**src/rtl/voxel_ray_caster_pkg.sv**
```systemverilog
// Shared voxel types: world bounds, block position/type and the ray-caster state enum.
package voxel_ray_caster_pkg;

    localparam int CHUNK_WIDTH = 80;
    localparam int COORD_W     = 8;
    localparam int WORLD_MIN   = -(CHUNK_WIDTH / 2);
    localparam int WORLD_MAX   = (CHUNK_WIDTH / 2) - 1;

    // Bounds held one bit wider than a coordinate so a +/-1 step cannot wrap.
    localparam logic signed [COORD_W:0] WORLD_MIN_C = (COORD_W + 1)'(WORLD_MIN);
    localparam logic signed [COORD_W:0] WORLD_MAX_C = (COORD_W + 1)'(WORLD_MAX);

    typedef struct packed {
        logic signed [COORD_W-1:0] x;
        logic signed [COORD_W-1:0] y;
        logic signed [COORD_W-1:0] z;
    } BlockPos;

    typedef logic [3:0] BlockType;
    localparam BlockType BLOCK_AIR = 4'd0;

    typedef enum logic [1:0] {
        RAY_IDLE,
        RAY_QUERY,
        RAY_DONE
    } RayState;

    function automatic logic coord_in_bounds(input logic signed [COORD_W:0] c);
        return (c >= WORLD_MIN_C) && (c <= WORLD_MAX_C);
    endfunction

    function automatic logic pos_in_bounds(input BlockPos p);
        return coord_in_bounds({p.x[COORD_W-1], p.x}) &&
               coord_in_bounds({p.y[COORD_W-1], p.y}) &&
               coord_in_bounds({p.z[COORD_W-1], p.z});
    endfunction

endpackage

```
**src/rtl/voxel_ray_caster_dda_axis_select.sv**
```systemverilog
// Picks the DDA axis with the smallest t_max as a one-hot vector (x wins ties, then y).
// t_max packing: x in the low T_W bits, then y, then z.
module dda_axis_select #(
    parameter int T_W = 16
) (
    input  logic [3*T_W-1:0] t_max,
    output logic [2:0]       axis
);

    logic [T_W-1:0] tx, ty, tz;

    assign tx = t_max[0*T_W +: T_W];
    assign ty = t_max[1*T_W +: T_W];
    assign tz = t_max[2*T_W +: T_W];

    // Minimum search with x > y > z priority on equal values.
    always_comb begin
        axis = 3'b001;
        if ((tx <= ty) && (tx <= tz)) begin
            axis = 3'b001;
        end else if (ty <= tz) begin
            axis = 3'b010;
        end else begin
            axis = 3'b100;
        end
    end

endmodule

```
**src/rtl/voxel_ray_caster.sv**
```systemverilog
// Amanatides-Woo voxel ray stepper: walks one ray through the chunk store,
// querying each voxel and stopping on a solid block, world exit or step limit.
// Per-axis vectors (dir_sign, t_max, t_delta) place x in the lowest slot.
module voxel_ray_caster
    import voxel_ray_caster_pkg::*;
#(
    parameter int MAX_STEPS = 128,
    parameter int T_W       = 16,
    localparam int STEP_W   = $clog2(MAX_STEPS + 1)
) (
    input  logic              clk_in,
    input  logic              rst_n_in,
    input  logic              start_in,
    output logic              ready_out,
    input  BlockPos           origin_in,
    input  logic [2:0]        dir_sign_in,
    input  logic [3*T_W-1:0]  t_max_in,
    input  logic [3*T_W-1:0]  t_delta_in,
    output BlockPos           addr_out,
    output logic              read_enable_out,
    input  BlockType          block_in,
    input  logic              block_valid_in,
    output logic              hit_valid_out,
    input  logic              hit_ready_in,
    output logic              hit_out,
    output BlockPos           hit_pos_out,
    output BlockType          hit_block_out,
    output logic [2:0]        hit_face_out,
    output logic [STEP_W-1:0] steps_out
);

    localparam logic signed [COORD_W:0] STEP_POS = (COORD_W + 1)'(1);
    localparam logic signed [COORD_W:0] STEP_NEG = '1;

    RayState             state, state_next;
    BlockPos             pos, next_pos;
    logic [2:0]          sign;
    logic [3*T_W-1:0]    t_max, t_delta, t_max_next;
    logic [STEP_W-1:0]   steps, steps_inc;
    logic [2:0]          face, sel;
    logic                hit;
    BlockType            hit_block;
    logic signed [COORD_W:0] ext_x, ext_y, ext_z;
    logic                next_in, limit, accept, air_step;

    function automatic logic [T_W-1:0] sat_add(input logic [T_W-1:0] a, input logic [T_W-1:0] b);
        logic [T_W:0] s;
        s = {1'b0, a} + {1'b0, b};
        return s[T_W] ? '1 : s[T_W-1:0];
    endfunction

    dda_axis_select #(.T_W(T_W)) u_axis_select (
        .t_max (t_max),
        .axis  (sel)
    );

    // Candidate next voxel, its bounds check and the advanced t_max.
    always_comb begin
        ext_x = {pos.x[COORD_W-1], pos.x};
        ext_y = {pos.y[COORD_W-1], pos.y};
        ext_z = {pos.z[COORD_W-1], pos.z};
        if (sel[0]) ext_x = ext_x + (sign[0] ? STEP_NEG : STEP_POS);
        if (sel[1]) ext_y = ext_y + (sign[1] ? STEP_NEG : STEP_POS);
        if (sel[2]) ext_z = ext_z + (sign[2] ? STEP_NEG : STEP_POS);
        next_pos.x = ext_x[COORD_W-1:0];
        next_pos.y = ext_y[COORD_W-1:0];
        next_pos.z = ext_z[COORD_W-1:0];
        next_in    = coord_in_bounds(ext_x) && coord_in_bounds(ext_y) && coord_in_bounds(ext_z);
        t_max_next = t_max;
        for (int i = 0; i < 3; i++) begin
            if (sel[i]) t_max_next[i*T_W +: T_W] = sat_add(t_max[i*T_W +: T_W], t_delta[i*T_W +: T_W]);
        end
    end

    assign steps_inc = steps + 1'b1;
    assign limit     = (steps_inc == STEP_W'(MAX_STEPS));
    assign accept    = (state == RAY_IDLE) && start_in;
    assign air_step  = (state == RAY_QUERY) && block_valid_in && (block_in == BLOCK_AIR);

    // Next-state logic: terminate on solid block, world exit or step budget.
    always_comb begin
        state_next = state;
        case (state)
            RAY_IDLE: begin
                if (start_in) state_next = pos_in_bounds(origin_in) ? RAY_QUERY : RAY_DONE;
            end
            RAY_QUERY: begin
                if (block_valid_in && ((block_in != BLOCK_AIR) || !next_in || limit)) state_next = RAY_DONE;
            end
            RAY_DONE: begin
                if (hit_ready_in) state_next = RAY_IDLE;
            end
            default: state_next = RAY_IDLE;
        endcase
    end

    // State register.
    always_ff @(posedge clk_in or negedge rst_n_in) begin
        if (!rst_n_in) state <= RAY_IDLE;
        else           state <= state_next;
    end

    // Ray position, step count and result registers.
    always_ff @(posedge clk_in or negedge rst_n_in) begin
        if (!rst_n_in) begin
            pos       <= '0;
            steps     <= '0;
            face      <= '0;
            hit       <= 1'b0;
            hit_block <= BLOCK_AIR;
        end else if (accept) begin
            pos       <= origin_in;
            steps     <= '0;
            face      <= '0;
            hit       <= 1'b0;
            hit_block <= BLOCK_AIR;
        end else if (air_step) begin
            steps <= steps_inc;
            face  <= sel;
            if (next_in && !limit) pos <= next_pos;
        end else if ((state == RAY_QUERY) && block_valid_in) begin
            hit       <= 1'b1;
            hit_block <= block_in;
        end
    end

    // Per-ray DDA parameters; only meaningful once a ray has been accepted.
    always_ff @(posedge clk_in) begin
        if (accept) begin
            sign    <= dir_sign_in;
            t_max   <= t_max_in;
            t_delta <= t_delta_in;
        end else if (air_step) begin
            t_max <= t_max_next;
        end
    end

    assign ready_out       = (state == RAY_IDLE);
    assign read_enable_out = (state == RAY_QUERY);
    assign hit_valid_out   = (state == RAY_DONE);
    assign addr_out        = pos;
    assign hit_pos_out     = pos;
    assign hit_out         = hit;
    assign hit_block_out   = hit_block;
    assign hit_face_out    = face;
    assign steps_out       = steps;

endmodule

```
**config.mk**
```make
export PLATFORM = sky130hd
export DESIGN_NAME = voxel_ray_caster
export DESIGN_NICKNAME = d
export VERILOG_FILES = /design/src/rtl/voxel_ray_caster_pkg.sv /design/src/rtl/voxel_ray_caster_dda_axis_select.sv /design/src/rtl/voxel_ray_caster.sv
export SDC_FILE = /design/constraint.sdc
export NUM_CORES = 1
export LEC_CHECK = 0
export ABC_AREA = 1
export CAP_MARGIN = 10
export CORE_AREA = 2 2 167 169
export DETAILED_ROUTE_END_ITERATION = 6
export DIE_AREA = 0 0 169 171
export PLACE_DENSITY = 0.68
export SLEW_MARGIN = 20
export SYNTH_ARGS = -nofsm -noshare
export SYNTH_HDL_FRONTEND = slang
export SYNTH_SLANG_ARGS = --single-unit
```
**constraint.sdc**
```tcl
create_clock -name clk_in -period 7.8 [get_ports clk_in]
set_input_delay 1.95 -clock clk_in [delete_from_list [all_inputs] [get_ports clk_in]]
set_output_delay 1.95 -clock clk_in [all_outputs]
set_load 0.1 [all_outputs]
```
[After elaboration in Yosys (flattened, before gate mapping)]
Cells that the tools add are included.
Word-level totals
  register bits: 141
  output and inout port bits: 67
  word-level logic and storage cells: 111
Cells by class
  $add $sub $neg: 7
  $lt $le $gt $ge: 15
  eq/ne operators: 7
  muxes and demuxes: 34
  reduce and logical (&&, ||, !) cells: 35
Operators by type and width (count)
  two-way mux 16 bit: 6
  two-way mux 48 bit: 2
  two-way mux 24 bit: 3
  two-way mux 9 bit: 6
  adder 16 x 16 -> 17 bit: 3
  less-or-equal comparator 16 bit: 3
  adder 8 x 9 -> 9 bit: 3
  greater-or-equal comparator 9 x 7 -> 1 bit, second input constant: 3
  less-or-equal comparator 9 x 7 -> 1 bit, second input constant: 3
  greater-or-equal comparator 8 x 7 -> 1 bit, second input constant: 3
  less-or-equal comparator 8 x 7 -> 1 bit, second input constant: 3
  logical AND 1 bit: 16
  two-way mux 8 bit: 2
  two-way mux 3 bit: 4
  two-way mux 4 bit: 3
  nonzero test 2 bit: 6
  AND reduction 2 bit: 5
  adder 8 x 1 -> 8 bit, second input constant: 1
  == test 8 bit, second input constant: 1
  two-way mux 2 bit: 4
  case mux 2 bit (3 select lines): 1
  logical NOT 4 bit: 1
  inequality test 2 x 1 -> 1 bit, second input constant: 2
  inequality test 2 bit, second input constant: 2
  other kinds (8): 12

[Logic depth before layout (Yosys ltp)]
  word-level depth: 14
  gate-level depth with buffers: 29

[Modules after synthesis]
A second synthesis with hierarchy kept.
Unflattened totals
  cells, all modules: 1352
  area total of the unflattened synthesis: 10872.9 µm²
Modules (own cells, without submodules)
  voxel_ray_caster: instances 1, cells each 1151, area each 9608.0 µm², sequential area each 4023.9 µm²
  dda_axis_select: instances 1, cells each 201, area each 1265.0 µm², sequential area each 0.0 µm²

[Worst setup path after synthesis]
Ideal clock, no wire load.
  path type: input port to flip-flop
  from: input port start_in
  to: register pos (netlist bit addr_out[16])
  library setup time: 0.121 ns
  data arrival time: 4.435 ns
  required time: 7.679 ns
  slack: 3.244 ns
  stages: 7
  buffers on the path: 2
  cells stage by stage: inv_1 > nor2_1 > clkbuf_1 > clkbuf_1 > o21ai_0 > nand2_1 > nand2_1
On the way
  word-level cells in the longest chain between the ends: 3
  elaborated cells on any way between the ends: 5
Ends and longest elaborated chain
  start: declaration: RTL line voxel_ray_caster.sv:13  | input logic start_in,
  logical AND 1 bit *: RTL line voxel_ray_caster.sv:77  | assign accept = (state == RAY_IDLE) && start_in;
  named net accept: RTL line voxel_ray_caster.sv:44  | logic next_in, limit, accept, air_step;
  nonzero test 2 bit (no line)
  AND reduction 2 bit (no line)
  end signal: assignment: RTL line voxel_ray_caster.sv:112  | pos <= origin_in;
  end signal: assignment: RTL line voxel_ray_caster.sv:120  | if (next_in && !limit) pos <= next_pos;
  end: declaration: RTL line voxel_ray_caster.sv:36  | BlockPos pos, next_pos;
Mark *: on every way through the listed nets, which the timed path passes. The rest lies on a longest branch.
A chain may end at the register's enable or synchronous reset.

[Final worst setup path]
  from: register state[1]
  to: output port hit_valid_out
On the way
  word-level cells in the longest chain between the ends: 1
Ends and longest elaborated chain
  start: declaration: RTL line voxel_ray_caster.sv:35  | RayState state, state_next;
  start signal: assignment: RTL line voxel_ray_caster.sv:100  | else state <= state_next;
  == test 2 bit: RTL line voxel_ray_caster.sv:140  | assign hit_valid_out = (state == RAY_DONE);
  end: declaration: RTL line voxel_ray_caster.sv:23  | output logic hit_valid_out,
Every way passes these cells.

==> run summary <==
status: completed
Post-Route WL: 29,330 um
WL per Instance: 16.05 um
Finished Core Util: 48.97%
final std cells w/o fill: 1,827
clk_lat worst skew: 0.44 ns
Total GRT Usage: 20.45%
Fin Setup TNS: 0 ns
register area share after synthesis: 37.68%
final antenna-violating net count: 0
Worst EP required: 5.85 ns
Setup Skew: 0.01295 ns
vias in the first global route: 9,103
Slew @ Worst Pin: 1.048 ns
DR vias/cell: 5.117
final HPWL from detailed placement: 22,500 um
Overflow after GRT: 0
largest net degree at the start of global routing: 91
share of cells above drive strength 1: 4.119%
RSZ-0062 raised after global routing: false
# H-tree levels: 4
worst hold margin: 0.4990 ns
headroom to the max-slew limit: 29.90%
CTS buffer count: 17
Net Count, Synth: 1,554
syn avg cell area: 8.228 um2
WL met2: 14,070 um
root buffer cell: clkbuf_16
first-pass GRT wire length: 46,500 um
leakage power: 6.028 nW
Fmax: 235.9 MHz
CP Max Fanout: 4
multi-input logic area: 0.005742 mm2
Post-CTS Setup Bufs: 0
GP Congestion: 0.8789
P per Cell Area: 475.0 mW/mm2
antenna violations before repair: 1
Initial Util: 39.09%
drc violations: 0
Final Max Slew Viols: 0
Post-Synthesis Cells: 1,298
metal1 wirelength: 12,870 um
Unique masters post-synth: 46
Rows: 61
Worst VDD drop: 0.4589 mV
Setup-failing EPs final: 0
CTS Sinks: 141
# nets final: 1,724
Reg clk slew, reported paths: 0.06 ns
min Tclk post-route: 4.239 ns
CTS tree: built
Pre-Repair DR Iteration Count: 5
Synth Area in Compound Gates: 13.34%
period utilization: 54.34%
mux contribution to synthesized area: 0%
Core ar.: 0.02732 mm2
Register Area: 0.004024 mm2
final hold violations: 0
CTS Buffer Depth: 2
fraction of synthesized cell area in xor and xnor cells: 4.920%
uppermost layer routed: met5
Ports: 199
diode count: 0
Initial DRC Count: 555
min-delay worst type: register to register
top cell type's share of synthesized area: 27.84%
top cells by area, synth: edfxtp_1, ha_1, nand2_1, dfrtp_1, inv_1
Post-Synth Simple-Gate Area: 20.48%
number of max-cap violations: 0
final-layout fill cell count: 2,645
Layout area overhead: 25.28%
Setup crit start kind: register
commonest cells after routing, fill and taps aside: nand2_1, clkdlybuf4s50_1, inv_1
crit path DAT: 2.29 ns
Synth warnings: 0
placed instance count: 1,794
synthesized area: 0.01068 mm2
Power Total: 0.006355 W
buffers added on ports: 198
post-synthesis adder-cell area fraction: 14.95%
Hold Buf Count CTS: 0
main combinational cell family by area after synthesis: simple AND/OR/NAND/NOR gates
Worst Setup End Kind: output pin
Setup CP Type: register to output pin
post-cts resize count: 0
Die Wd: 169 um
Die ar.: 0.02890 mm2
die height: 171 um
Detail Route met3 WL: 1926 um
commonest non-fill, non-tap cell in the layout: nand2_1
Vias: 9,349
number of synthesized register bits: 141
Synth area leader: edfxtp_1
-- cell type report --
type                    instances  area share [%]
repair buffers                205           15.26
clock buffers                  20           3.264
inverters                     156           4.395
well taps                     346           3.235
clock inverters                12          0.8603
multi-input cells             947           42.91
flip-flops and latches        141           30.07
-- worst paths after layout --
| check | startpoint | endpoint | slack (ns) | cells past startpoint |
|---|---|---|---|---|
| setup / recovery | state[1] | hit_valid_out | 3.56 | 3 |
| hold / removal | hit_face_out[1] | hit_face_out[1] | 0.50 | 2 |
| setup reg to reg | t_max[43] | addr_out[23] | 3.93 | 22 |
| hold reg to reg | hit_face_out[1] | hit_face_out[1] | 0.50 | 2 |
| max in group asynchronous | rst_n_in | addr_out[23] | 5.86 | 2 |
| min in group asynchronous | rst_n_in | hit_block_out[3] | 1.44 | 1 |
-- cells by family (layout without fill, tap and decap cells) --
family | after synthesis | after routing
simple gates | 515 | 515
compound gates | 248 | 248
buf+inv | 210 | 393
flops | 141 | 141
fa+ha+maj | 124 | 124
xor+xnor | 60 | 60
-- synth_stat cells (all sizes together) --
library cell,number
o21ai,87
o22ai,3
a221oi,2
edfxtp,99
a41oi,4
xnor2,20
and2,1
ha,118
o2bb2ai,1
a21oi,82
nor2b,1
a21o,6
clkinv,1
nor3,9
nand4,12
buf,32
a21boi,5
xor2,40
o21a,4
o211ai,4
or2,2
dfrtp,42
a211oi,4
a31oi,37
nor4,2
fa,6
inv,155
clkbuf,22
nand3b,9
nor2,89
nand2,313
o221ai,1
o31ai,3
nand3,77
o21bai,5
-- worst max-delay path, stage by stage (launching register included) --
cell and delay [ns]:
dfrtp_1 0.40, inv_1 0.05, nor2_1 0.21, clkdlybuf4s50_1 1.19
-- layer usage --
layer | GRT usage (%) | up-vias
met1 | 25.85 | 4291
met5 | 0 | -
met3 | 4.164 | 33
met4 | 5.463 | 2
li1 | - | 4738
met2 | 35.67 | 285
-- registers in the layout (all words and copies together), names as in the netlist --
| name | flops |
|---|---|
| state | 2 |
| hit_face_out | 3 |
| t_max | 48 |
| addr_out | 24 |
| hit_out | 1 |
| sign | 3 |
| steps_out | 8 |
| t_delta | 48 |
| hit_block_out | 4 |
-- stage by stage --
stage	area (um2)	worst slack, ns
after global routing	13380	3.371
final	13380	3.561
after detailed placement	12810	3.161
after global placement	12810	3.249
after floorplan	10680	3.244
after CTS	13360	3.533
-- where the power goes --
group	total [W]	internal (W)	switching [W]
combinational	0.00419	0.00135	0.00284
clock	0.000786	0.000442	0.000344
sequential	0.00137	0.00113	0.000248
Note: power is estimated with default switching activity, not from simulation.
